File: src/rtl/pwm_multi.sv
// rtl/pwm_multi.sv - multi-channel PWM with shared frame counter and double-buffered period/duty
module pwm_multi #(
    parameter int CH = 4,
    parameter int CW = 8
) (
    input  logic             clk1ms,
    input  logic             reset,
    input  logic             enable,
    input  logic [CW-1:0]    period,
    input  logic [CH*CW-1:0] duty,
    input  logic             load,
    input  logic [CH-1:0]    invert,
    output logic [CH-1:0]    pwm,
    output logic [1:0]       state,
    output logic [CW-1:0]    counter,
    output logic             frame_done,
    output logic             pending
);

    typedef enum logic [1:0] {
        IDLE = 2'b00,
        RUN  = 2'b01,
        STOP = 2'b10,
        BAD  = 2'b11
    } state_t;

    state_t             st, st_n;
    logic [CW-1:0]      cnt_n;
    logic [CW-1:0]      sh_period, act_period;
    logic [CH*CW-1:0]   sh_duty, act_duty;
    logic               boundary;

    assign state      = st;
    assign frame_done = (st != IDLE) && (counter == act_period);
    // Frame boundaries are where new active values may be applied without a runt pulse.
    assign boundary   = frame_done || ((st == IDLE) && enable);

    always_comb begin
        st_n  = st;
        cnt_n = counter;
        case (st)
            IDLE: begin
                cnt_n = '0;
                if (enable) st_n = RUN;
            end
            RUN: begin
                if (frame_done) begin
                    cnt_n = '0;
                    st_n  = enable ? RUN : IDLE;
                end else begin
                    cnt_n = counter + CW'(1);
                    if (!enable) st_n = STOP;
                end
            end
            STOP: begin
                if (frame_done) begin
                    cnt_n = '0;
                    st_n  = IDLE;
                end else begin
                    cnt_n = counter + CW'(1);
                    if (enable) st_n = RUN;
                end
            end
            default: begin
                cnt_n = '0;
                st_n  = IDLE;
            end
        endcase
    end

    always_ff @(posedge clk1ms or negedge reset) begin
        if (!reset) begin
            st      <= IDLE;
            counter <= '0;
        end else begin
            st      <= st_n;
            counter <= cnt_n;
        end
    end

    always_ff @(posedge clk1ms or negedge reset) begin
        if (!reset) begin
            sh_period  <= '0;
            sh_duty    <= '0;
            act_period <= '0;
            act_duty   <= '0;
            pending    <= 1'b0;
        end else if (boundary) begin
            pending <= 1'b0;
            // A load coinciding with the boundary wins over any older shadow contents.
            if (load) begin
                act_period <= period;
                act_duty   <= duty;
            end else if (pending) begin
                act_period <= sh_period;
                act_duty   <= sh_duty;
            end
        end else if (load) begin
            sh_period <= period;
            sh_duty   <= duty;
            pending   <= 1'b1;
        end
    end

    always_comb begin
        pwm = invert;
        for (int i = 0; i < CH; i++) begin
            pwm[i] = invert[i] ^ ((st != IDLE) && (counter < act_duty[i*CW +: CW]));
        end
    end

endmodule

File: config.mk
export PLATFORM = sky130hd
export DESIGN_NAME = pwm_multi
export DESIGN_NICKNAME = d
export VERILOG_FILES = /design/src/rtl/pwm_multi.sv
export SDC_FILE = /design/constraint.sdc
export NUM_CORES = 1
export LEC_CHECK = 0
export CAP_MARGIN = 20
export CORE_MARGIN = 8
export CORE_UTILIZATION = 50
export CTS_CLUSTER_DIAMETER = 200
export CTS_CLUSTER_SIZE = 24
export DETAILED_ROUTE_END_ITERATION = 6
export PLACE_DENSITY = 0.75
export SLEW_MARGIN = 20
export SYNTH_ARGS = -nofsm -noshare
export SYNTH_HDL_FRONTEND = slang
export SYNTH_SLANG_ARGS = --single-unit
export TNS_END_PERCENT = 100
File: constraint.sdc
create_clock -name clk1ms -period 4 [get_ports clk1ms]
set_input_delay 0.6 -clock clk1ms [delete_from_list [all_inputs] [get_ports clk1ms]]
set_output_delay 0.6 -clock clk1ms [all_outputs]
set_load 0.01 [all_outputs]
======== Yosys cells after proc, flatten, opt, wreduce, memory -nomap -nowiden ========
Cells that the tools add are included.
word-level totals
  input bits .............................. 48
  bits in registers ....................... 91
operators by class
  reductions and logical operators ........ 14
  $add $sub $neg .......................... 1
  eq/ne operators ......................... 4
  order comparisons ....................... 4
  mux-type cells .......................... 14
  bitwise gates (word level) .............. 5
operator list
  cell                 count
  $mux 32              2
  $lt 8x8->1           4
  $mux 8               4
  $add 8x1->8 const B  1
  $eq 8x8->1           1
  $mux 2               4
  $logic_and 1x1->1    6
  $pmux 2 s3           1
  $reduce_bool 2->1    3
  $reduce_and 2->1     2
  $xor 1x1->1          4
  $mux 1               3
  $ne 3x3->1 const B   1
  $eq 2x1->1 const B   1
  $eq 2x2->1 const B   1
  $logic_not 2->1      1
  $reduce_or 2->1      1
  $logic_or 1x1->1     1
  $not 1->1            1

======== Logic depth before layout (Yosys ltp) ========
Gate-level depths: netlist of the first run.
  depth in word-level cells ............... 5
  mapped depth ............................ 8

======== Least setup slack after synthesis of the first run ========
OpenSTA, ideal clock, no wires.
  path type ............................... reg2out
  start ................................... register st[0] (netlist: state[0])
  end ..................................... output pwm[0]
  required time ........................... 3.400 ns
  cell stages (with the launch flop) ...... 8
  setup slack ............................. 1.805 ns
  buffers on the path ..................... 1
  data arrival time ....................... 1.595 ns
  cells stage by stage .................... dfrtp_1 -> inv_1 -> ha_1 -> clkbuf_1 -> or3_1 -> o21ai_0 -> a31oi_1 -> nand3_1
on the way
  word-level cells in the longest chain between the ends .. 3
ends and longest elaborated chain
  what                    line  text
  from (decl)             27    state_t st, st_n;
  from (signal assigned)  76    st <= st_n;
  $reduce_bool 2->1       108   pwm[i] = invert[i] ^ ((st != IDLE) && (counter < act_duty[i*CW +: CW]));
  $logic_and 1x1->1       108
  $xor 1x1->1             108
  to (decl)               13    output logic [CH-1:0] pwm,
Every way passes these cells.

======== Worst setup path after layout of the first run ========
  start ................................... register st[0] (netlist: state[0])
  end ..................................... output frame_done
on the way
  word-level cells in the longest chain between the ends .. 2
ends and longest elaborated chain
  what               line  text
  $reduce_bool 2->1  34    assign frame_done = (st != IDLE) && (counter == act_period);
  $logic_and 1x1->1  34
  to (decl)          16    output logic frame_done,
Every way passes these cells.

==> metrics.yaml, run 1 <==
status: "finished, final reports clean"
fill_cells: 913
p_per_area_nw_per_um2: 680.7
dp_hpwl_um: 9145
synth_top_area_cell: "dfrtp_1"
worst_pin_slew_ps: 967.1
synth_cell_types: 41
cpMostUsedCell: "inv_1"
ys_async_sr_fraction_pct: 100.0
maxCapViolations: 0
holdBufCountCts: 0
r2r_slack_ps: 900
cts-htree-levels: 3
cts_sinks: 91
synth_ff_type: "dfrtp_1"
antenna_left: 0
synth_area_leaders: "dfrtp_1 (42%), ha_1 (7.7%), mux2_2 (7.6%)"
synth_common_cells: "dfrtp_1 (91), inv_1 (55), nand3_1 (52)"
tritoncts: "yes"
skew_ps: 12.66
maxSlewViolCount: 0
areaGrowthSynthToFinish_pct: 17.62
grt_use_total_pct: 19.47
crit_chain: "inv_1 > ha_1 > nand2b_1 > or3_1 > inv_1 > clkdlybuf4s50_1"
hold_viol: 0
fmax_mhz: 289.6
numCtsBuffers: 9
syn_area_um2: 5363
place_congestion: 0.8572
vdd_drop_max_mv: 0.3063
synth_top_area_share_pct: 42.46
post_cts_buffers: 0
design.die.area_um2: 14290
fin_crit_sh_pct: 86.32
pin_count: 64
drive_gt1_share_pct: 13.01
min_period_ps: 3453
cp.arrival_ps: 2850
p_leak_nw: 2.906
final_net_count: 645
start_util_pct: 50.35
ys_warn_count: 0
routed_wl_um: 13670
cts.clk_slew.worst_paths_ps: 100
utilization_pct: 59.22
critical-path-max-stage-delay_ps: 600
cts_root_buffer: "clkbuf_8"
route.detailed.drc: 0
grt_pass1_wl_um: 22440
cts.path.max_buffers: 2
rsz0062_at_grt: "no"
cts_resized: 0
seqCellArea_um2: 2277
wl_per_cell_um: 19.28
fp.dieH_um: 119.6
std_cell_rows: 38
synth-seq-area-share_pct: 42.46
r2r_end: "sh_duty[17]$_DFFE_PN0P_"
crit_slowest_cell: "or3_1"
reg2reg_from: "state[0]$_DFFE_PN0P_"
drtIter0Drc: 355
overflow: 0
synth_seq_cells: 91
fin_ws_ps: 547.1
vias: 4328
die_w_um: 119.6
worstSkewPairLatency_ps: 360
crit_type: "flip-flop to output pin"
hp-class: "input pin to async pin"
cp_max_fo: 13
syn_area_per_cell_um2: 10.41
pre_cts_ws_ps: 941.6
finalSetupViolations: 0
relSlewSlack_pct: 35.53
crit_path_end_kind: "output pin"
dr.pass1.iters: 6
fin_tns_setup_ps: 0
crit_path_start_kind: "flip-flop"
fp.coreArea_um2: 10650
n_antenna_cell: 0
post-synth-top-count-cell: "dfrtp_1"
io_buffer_count: 63
grt_pass1_vias: 4391
syn_nets: 596
viasPerCell: 6.104
multi_input_area_um2: 2719
whs_ps: 338.7
rr_worst_depth: 7
grt_antenna_before_repair: 0
synth_edf_count: 0
grt_max_degree: 67
syn_inst: 515
critPathRequiredTime_ps: 3400
report_power, final:
group          switching, mW  total (mW)  leakage (nW)  internal, mW
Combinational          0.989        2.01          1.72          1.02
Clock                  0.327       0.744         0.115         0.418
Sequential             0.257        1.54          1.07          1.28
placed cells by master (no fill, tap or decap), drive strengths merged, types with 8 or more instances in the layout:
| master | n |
|---|---|
| a2bb2oi | 38 |
| inv | 55 |
| or3 | 9 |
| o221ai | 21 |
| mux2 | 39 |
| buf | 10 |
| nor2 | 20 |
| xnor2 | 9 |
| clkdlybuf4s50 | 62 |
| o21ai | 32 |
| a221o | 20 |
| nand2 | 10 |
| ha | 33 |
| a21o | 8 |
| clkbuf | 12 |
| nand3 | 53 |
| dfrtp | 91 |
flip-flops by register name, summed over array words and instances (netlist names):
| register | flops |
|---|---|
| act_duty | 32 |
| sh_duty | 32 |
| act_period | 8 |
| counter | 8 |
| sh_period | 8 |
| state | 2 |
| pending | 1 |
final cells by class:
| class | count | share of cell area [%] |
|---|---|---|
| clock buffers | 12 | 2.142 |
| repair buffers | 72 | 11.03 |
| inverters | 55 | 3.273 |
| well taps | 140 | 2.777 |
| clock inverters | 4 | 1.567 |
| flip-flops and latches | 91 | 36.10 |
| multi-input cells | 335 | 43.11 |
worst max path at each step:
stage / start / to / slack [ps] / depth (start not counted)
3_5_place_dp: state[0]$_DFFE_PN0P_ / sh_duty[16]$_DFFE_PN0P_ / 940 / 7
6_report: state[0]$_DFFE_PN0P_ / frame_done / 550 / 6
4_1_cts: state[0]$_DFFE_PN0P_ / frame_done / 550 / 6
2_1_floorplan: state[0]$_DFFE_PN0P_ / pwm[0] / 1800 / 7
5_1_grt: state[0]$_DFFE_PN0P_ / frame_done / 410 / 6
3_3_place_gp: invert[0] / pwm[0] / 1050 / 6
cells by family (layout without fill, tap and decap cells):
kind of cell	count (synthesis)	in the layout	synth area share [%]
AOI/OAI and AO/OA	144	144	22.38
and+or+nand+nor	103	103	9.473
DFF	91	91	42.46
buffers and inverters	89	143	7.000
muxes	41	41	8.563
adders and majority gates	33	33	7.700
xor gates and xnor gates	14	14	2.427
critical path: cells and delay by family, from the launching register on:
kind,cells,cell delay (ps)
fa+ha+maj,1,350
simple gates,2,850
buf+inv,3,830
flops,1,460
stage by stage:
step | instances | power [mW] | area (um2)
floorplan | 515 | 2.978 | 5363
detailed placement | 693 | 3.544 | 6073
finish | 709 | 4.293 | 6307
global route | 709 | 4.594 | 6307
CTS | 709 | 4.299 | 6307
global placement | 693 | 3.430 | 6073
metal layers:
layer  track usage (%)  up-vias  part of all wire, %
met5                 0        -                    0
met4             7.260        0                  1.4
met3             4.321       23                  5.9
met2             31.37      160                   48
met1             25.17     2145                   45
li1                  -     2000                    -
Note: power is estimated with default switching activity, not from simulation.
==> inputs of run 2 (changes only) <==
--- a/config.mk
+++ b/config.mk
@@ -5,13 +5,12 @@
 export SDC_FILE = /design/constraint.sdc
 export NUM_CORES = 1
 export LEC_CHECK = 0
-export CAP_MARGIN = 20
 export CORE_MARGIN = 8
 export CORE_UTILIZATION = 50
 export CTS_CLUSTER_DIAMETER = 200
 export CTS_CLUSTER_SIZE = 24
 export DETAILED_ROUTE_END_ITERATION = 6
-export PLACE_DENSITY = 0.75
+export PLACE_DENSITY = 0.73
 export SLEW_MARGIN = 20
 export SYNTH_ARGS = -nofsm -noshare
 export SYNTH_HDL_FRONTEND = slang
==> run 2 against run 1 <==
Critical path depth unchanged. Wire length decreased by 0.87%. Fmax increased by 0.57%. Design area about the same. Clock-buffer cell count decreased by 1. Sequential share of layout area about the same. Global-route usage decreased by 0.12 points. Non-clock buffer count increased by 2. Register-to-register slack improved by 220 ps. Sequential power about the same. Final cell count increased by 0.14%. Core utilization about the same. Critical path type unchanged. Largest power group unchanged.
==> metrics.yaml, run 2 (same netlist as run 1, synthesis figures left out) <==
cts-htree-levels: 3  # unchanged
io_buffer_count: 63  # unchanged
grt_use_total_pct: 19.35  # -0.12 points
hold_viol: 0  # unchanged
routed_wl_um: 13550  # -0.87%
maxCapViolations: 0  # unchanged
final_net_count: 647  # +0.31%
pin_count: 64  # unchanged
std_cell_rows: 38  # unchanged
rsz0062_at_grt: "no"
relSlewSlack_pct: 35.67  # +0.15 points
areaGrowthSynthToFinish_pct: 17.57  # about the same
start_util_pct: 50.35  # unchanged
fmax_mhz: 291.3  # +0.57%
maxSlewViolCount: 0  # unchanged
antenna_left: 0  # unchanged
place_congestion: 0.7993  # -6.8%
dr.pass1.iters: 5  # -1
fp.dieH_um: 119.6  # unchanged
worst_pin_slew_ps: 964.9  # -2.180 ps
path_delay_family: "simple AND/OR/NAND/NOR gates"
reg_top3: "act_duty (32), sh_duty (32)"
n_antenna_cell: 0  # unchanged
hp-class: "input pin to async pin"
p_leak_nw: 2.907  # about the same
cts.path.max_buffers: 2  # unchanged
holdBufCountCts: 0  # unchanged
grt_pass1_vias: 4515  # +2.8%
utilization_pct: 59.20  # about the same
numCtsBuffers: 9  # unchanged
seqCellArea_um2: 2277  # unchanged
cts_resized: 0  # unchanged
tritoncts: "yes"
grt_antenna_before_repair: 0  # unchanged
critical-path-max-stage-delay_ps: 580  # -20 ps
fin_crit_sh_pct: 85.83  # -0.49 points
status: "finished, final reports clean"
cp.arrival_ps: 2830  # -20 ps
overflow: 0  # unchanged
worstSkewPairLatency_ps: 370  # about the same
skew_ps: 15.73  # +3.068 ps
wl_per_cell_um: 19.08  # -1.0%
finalSetupViolations: 0  # unchanged
final_cell_mix: "dfrtp_1 (91), clkdlybuf4s50_1 (62), inv_1 (55), nand3_1 (52), mux2_2 (36)"
drtIter0Drc: 319  # -10%
finalPower_mw: 4.160  # -3.1%
critPathRequiredTime_ps: 3400  # about the same
grt_pass1_wl_um: 22190  # -1.1%
dp_hpwl_um: 9016  # -1.4%
route.detailed.drc: 0  # unchanged
cp_max_fo: 13  # unchanged
cts.clk_slew.worst_paths_ps: 90  # about the same
p_per_area_nw_per_um2: 659.8  # -3.1%
vdd_drop_max_mv: 0.2798  # -8.7%
cts_root_buffer: "clkbuf_8"
fp.coreArea_um2: 10650  # unchanged
cts_sinks: 91  # unchanged
vias: 4312  # -0.37%
post_cts_buffers: 0  # unchanged
critical_path_buf_inv_count: 3  # unchanged
cpMostUsedCell: "inv_1"
viasPerCell: 6.073  # -0.51%
drive_gt1_share_pct: 13.33  # +0.33 points
crit_type: "flip-flop to output pin"
multi_input_area_um2: 2719  # unchanged
crit_slowest_cell: "or3_1"
crit_path_end_kind: "output pin"
fin_ws_ps: 566.6  # +19.49 ps
final_common_cell: "dfrtp_1"
fill_cells: 889  # -2.6%
place_area_um2: 6093  # +0.33%
fin_area_um2: 6305  # about the same
crit_chain: "inv_1 > ha_1 > nand2b_1 > or3_1 > inv_1 > clkdlybuf4s50_1"
design.die.area_um2: 14290  # unchanged
die_w_um: 119.6  # unchanged
grt_max_degree: 79  # +18%
pre_cts_ws_ps: 999.5  # +57.92 ps
min_period_ps: 3433  # -19.49 ps
crit_path_start_kind: "flip-flop"
fin_tns_setup_ps: 0  # unchanged
run 2: path summary, 6_finish.rpt:
check	from	to	slack [ps]	cells past startpoint
max	state[0]$_DFFE_PN0P_	frame_done	570	6
min	reset	sh_duty[15]$_DFFE_PN0P_	160	1
max reg2reg	state[0]$_DFFE_PN0P_	sh_duty[28]$_DFFE_PN0P_	1120	7
min reg2reg	sh_duty[1]$_DFFE_PN0P_	sh_duty[1]$_DFFE_PN0P_	500	1
max in group asynchronous	reset	sh_duty[5]$_DFFE_PN0P_	3230	2
min in group clk1ms	sh_duty[1]$_DFFE_PN0P_	sh_duty[1]$_DFFE_PN0P_	500	1
run 2: final cells by class:
class | count | share of cell area, %
clock buffers | 11 | 2.084
flip-flops and latches | 91 | 36.12
inverters | 55 | 3.274
multi-input cells | 335 | 43.12
repair buffers | 74 | 11.79
clock inverters | 4 | 0.8335
well taps | 140 | 2.778
run 2: per-stage QoR:
step           std cells  hold slack (ps)
2_1_floorplan        515            304.4
3_3_place_gp         694            473.2
3_5_place_dp         694            475.5
4_1_cts              709            420.7
5_1_grt              710            180.9
6_report             710            163.5
run 2: worst register-to-register path, stage by stage (launching register included):
cell,delay (ps)
dfrtp_1,430
inv_1,110
ha_1,360
nand2b_1,260
or3_1,580
nand3_2,380
buf_12,270
mux2_2,370
run 2: power by group:
| part | leakage [nW] | internal, mW | switching, mW |
|---|---|---|---|
| Sequential | 1.07 | 1.28 | 0.262 |
| Clock | 0.0934 | 0.288 | 0.338 |
| Combinational | 1.75 | 1.03 | 0.965 |
run 2: per-layer routing:
metal / routed length [um] / part of all wire (%) / vias up / track usage (%)
li1: - / - / 2003 / -
met1: 6013 / 44 / 2132 / 24.06
met2: 6357 / 47 / 142 / 31.12
met3: 761 / 5.6 / 35 / 3.711
met4: 415 / 3.1 / 0 / 10.85
met5: 0 / 0 / - / 0
==> inputs of run 3 (changes only) <==
--- a/config.mk
+++ b/config.mk
@@ -5,12 +5,12 @@
 export SDC_FILE = /design/constraint.sdc
 export NUM_CORES = 1
 export LEC_CHECK = 0
-export CORE_MARGIN = 8
+export CORE_MARGIN = 2
 export CORE_UTILIZATION = 50
 export CTS_CLUSTER_DIAMETER = 200
 export CTS_CLUSTER_SIZE = 24
 export DETAILED_ROUTE_END_ITERATION = 6
-export PLACE_DENSITY = 0.73
+export PLACE_DENSITY = 0.8
 export SLEW_MARGIN = 20
 export SYNTH_ARGS = -nofsm -noshare
 export SYNTH_HDL_FRONTEND = slang
==> run 3 against run 2 <==
Sequential share of layout area is 0.17 points higher. Design area is 0.46% lower. Non-clock buffer count is 4 lower. Wire length is 6.7% lower. Clock-buffer cell count is 1 higher. Critical endpoint unchanged. Largest cell class unchanged.
==> metrics.yaml, run 3 (same netlist as run 1, synthesis figures left out) <==
crit_path_start_kind: "flip-flop"
maxSlewViolCount: 0  # unchanged
rr_worst_depth: 7  # unchanged
maxCapViolations: 0  # unchanged
fin_ws_ps: 591.7  # +25.12 ps
drtIter0Drc: 306  # -4.1%
finalSetupViolations: 0  # unchanged
areaGrowthSynthToFinish_pct: 17.03
p_per_area_nw_per_um2: 669.0  # +1.4%
grt_pass1_vias: 4229  # -6.3%
grt_antenna_before_repair: 0  # unchanged
status: "finished, final reports clean"
n_antenna_cell: 0  # unchanged
cts_sinks: 91  # unchanged
dp_hpwl_um: 8431  # -6.5%
grt_max_degree: 92  # +16%
crit_type: "flip-flop to output pin"
overflow: 0  # unchanged
critical-path-max-stage-delay_ps: 600  # +20 ps
cts_resized: 0  # unchanged
start_util_pct: 51.71  # +1.4 points
finalPower_mw: 4.199  # +0.93%
cts.clk_slew.worst_paths_ps: 90  # about the same
fin_tns_setup_ps: 0  # unchanged
die_w_um: 107.6  # -10%
grt_use_total_pct: 22.87  # +3.5 points
pre_cts_ws_ps: 909.6  # -89.97 ps
io_buffer_count: 63  # unchanged
crit_path_end_kind: "output pin"
design.die.area_um2: 11570  # -19%
fin_area_um2: 6276  # -0.46%
route.detailed.drc: 0  # unchanged
fin_crit_sh_pct: 85.21  # -0.63 points
post_cts_buffers: 0  # unchanged
grt_pass1_wl_um: 20710  # -6.7%
cts.path.max_buffers: 2  # unchanged
crit_chain: "inv_1 > ha_1 > nand2b_1 > or3_1 > inv_1 > clkdlybuf4s50_1"
fp.coreArea_um2: 10370  # -2.6%
worstSkewPairLatency_ps: 360  # about the same
rsz0062_at_grt: "no"
antenna_left: 0  # unchanged
skew_ps: 14.65  # -1.076 ps
holdBufCountCts: 0  # unchanged
routed_wl_um: 12650  # -6.7%
crit_slowest_cell: "or3_1"
cp.arrival_ps: 2810  # -20 ps
final_common_cell: "dfrtp_1"
hp-class: "input pin to async pin"
tritoncts: "yes"
relSlewSlack_pct: 38.02  # +2.3 points
path_delay_family: "simple AND/OR/NAND/NOR gates"
cts_root_buffer: "clkbuf_8"
vdd_drop_max_mv: 0.3252  # +16%
crit_cells: 6  # unchanged
vias: 4271  # -0.95%
utilization_pct: 60.52  # +1.3 points
worst_pin_slew_ps: 929.7  # -35.24 ps
fmax_mhz: 293.4  # +0.74%
pin_count: 64  # unchanged
min_period_ps: 3408  # -25.12 ps
dr.pass1.iters: 5  # unchanged
place_congestion: 0.8697  # +8.8%
reg_top3: "act_duty (32), sh_duty (32)"
viasPerCell: 6.075  # about the same
cp_max_fo: 13  # unchanged
final_net_count: 643  # -0.62%
fp.dieH_um: 107.6  # -10%
cts-htree-levels: 3  # unchanged
cpMostUsedCell: "inv_1"
critical_path_buf_inv_count: 3  # unchanged
place_area_um2: 6053  # -0.66%
wl_per_cell_um: 17.99  # -5.7%
drive_gt1_share_pct: 12.87  # -0.46 points
p_leak_nw: 2.893  # -0.48%
hold_viol: 0  # unchanged
final_cell_mix: "dfrtp_1 (91), clkdlybuf4s50_1 (62), inv_1 (55), nand3_1 (52), mux2_2 (36)"
numCtsBuffers: 9  # unchanged
critPathRequiredTime_ps: 3400  # about the same
std_cell_rows: 37  # -2.6%
## run 3: cell count changes in the layout (fill, tap and decap cells not counted), sizes merged
cell / delta
clkbuf: +1
buf: -4
bufinv: +1
clkinv: -1
## run 3: final cells by class
cell class              count  area, um2
clock buffers              12      145.1
clock inverters             4      73.82
fillers                   884       4094
inverters                  55      206.4
multi-input cells         335       2719
flip-flops and latches     91       2277
well taps                 136      170.2
repair buffers             70      684.4
## run 3: through the flow
step | hold WS [ps] | cells
after detailed placement | 474.8 | 687
after global routing | 374.2 | 703
after CTS | 489.6 | 703
after global placement | 474.5 | 687
final | 273.4 | 703
after floorplan | 304.4 | 515
## run 3: layer usage
layer | share of wire (%) | global-route usage (%) | vias up
li1 | - | - | 1995
met1 | 43 | 30.02 | 2086
met2 | 49 | 38.36 | 171
met3 | 6.2 | 2.966 | 19
met4 | 2.1 | 9.158 | 0
met5 | 0 | 0 | -
## run 3: where the power goes
group / internal [mW] / switching [mW] / leakage, nW / total [mW]
Clock: 0.370 / 0.321 / 0.111 / 0.691
Sequential: 1.28 / 0.280 / 1.07 / 1.56
Combinational: 1.01 / 0.932 / 1.72 / 1.94
Total: 2.67 / 1.53 / 2.89 / 4.20
## run 3: path summary, 6_finish.rpt
kind	startpoint	endpoint	slack (ps)
max in group asynchronous	reset	sh_duty[6]$_DFFE_PN0P_	3110
max reg2reg	state[1]$_DFFE_PN0P_	sh_duty[22]$_DFFE_PN0P_	930
min in group clk1ms	sh_duty[31]$_DFFE_PN0P_	sh_duty[31]$_DFFE_PN0P_	500
min	reset	act_duty[21]$_DFFE_PN0P_	270
min reg2reg	sh_duty[31]$_DFFE_PN0P_	sh_duty[31]$_DFFE_PN0P_	500
max	state[1]$_DFFE_PN0P_	frame_done	590
## run 3: worst register-to-register path, cell delays in order (launching register included)
cell	delay, ps
dfrtp_1	450
inv_1	100
ha_1	340
nand2b_1	260
or3_1	600
nand3_2	330
buf_4	450
mux2_2	420
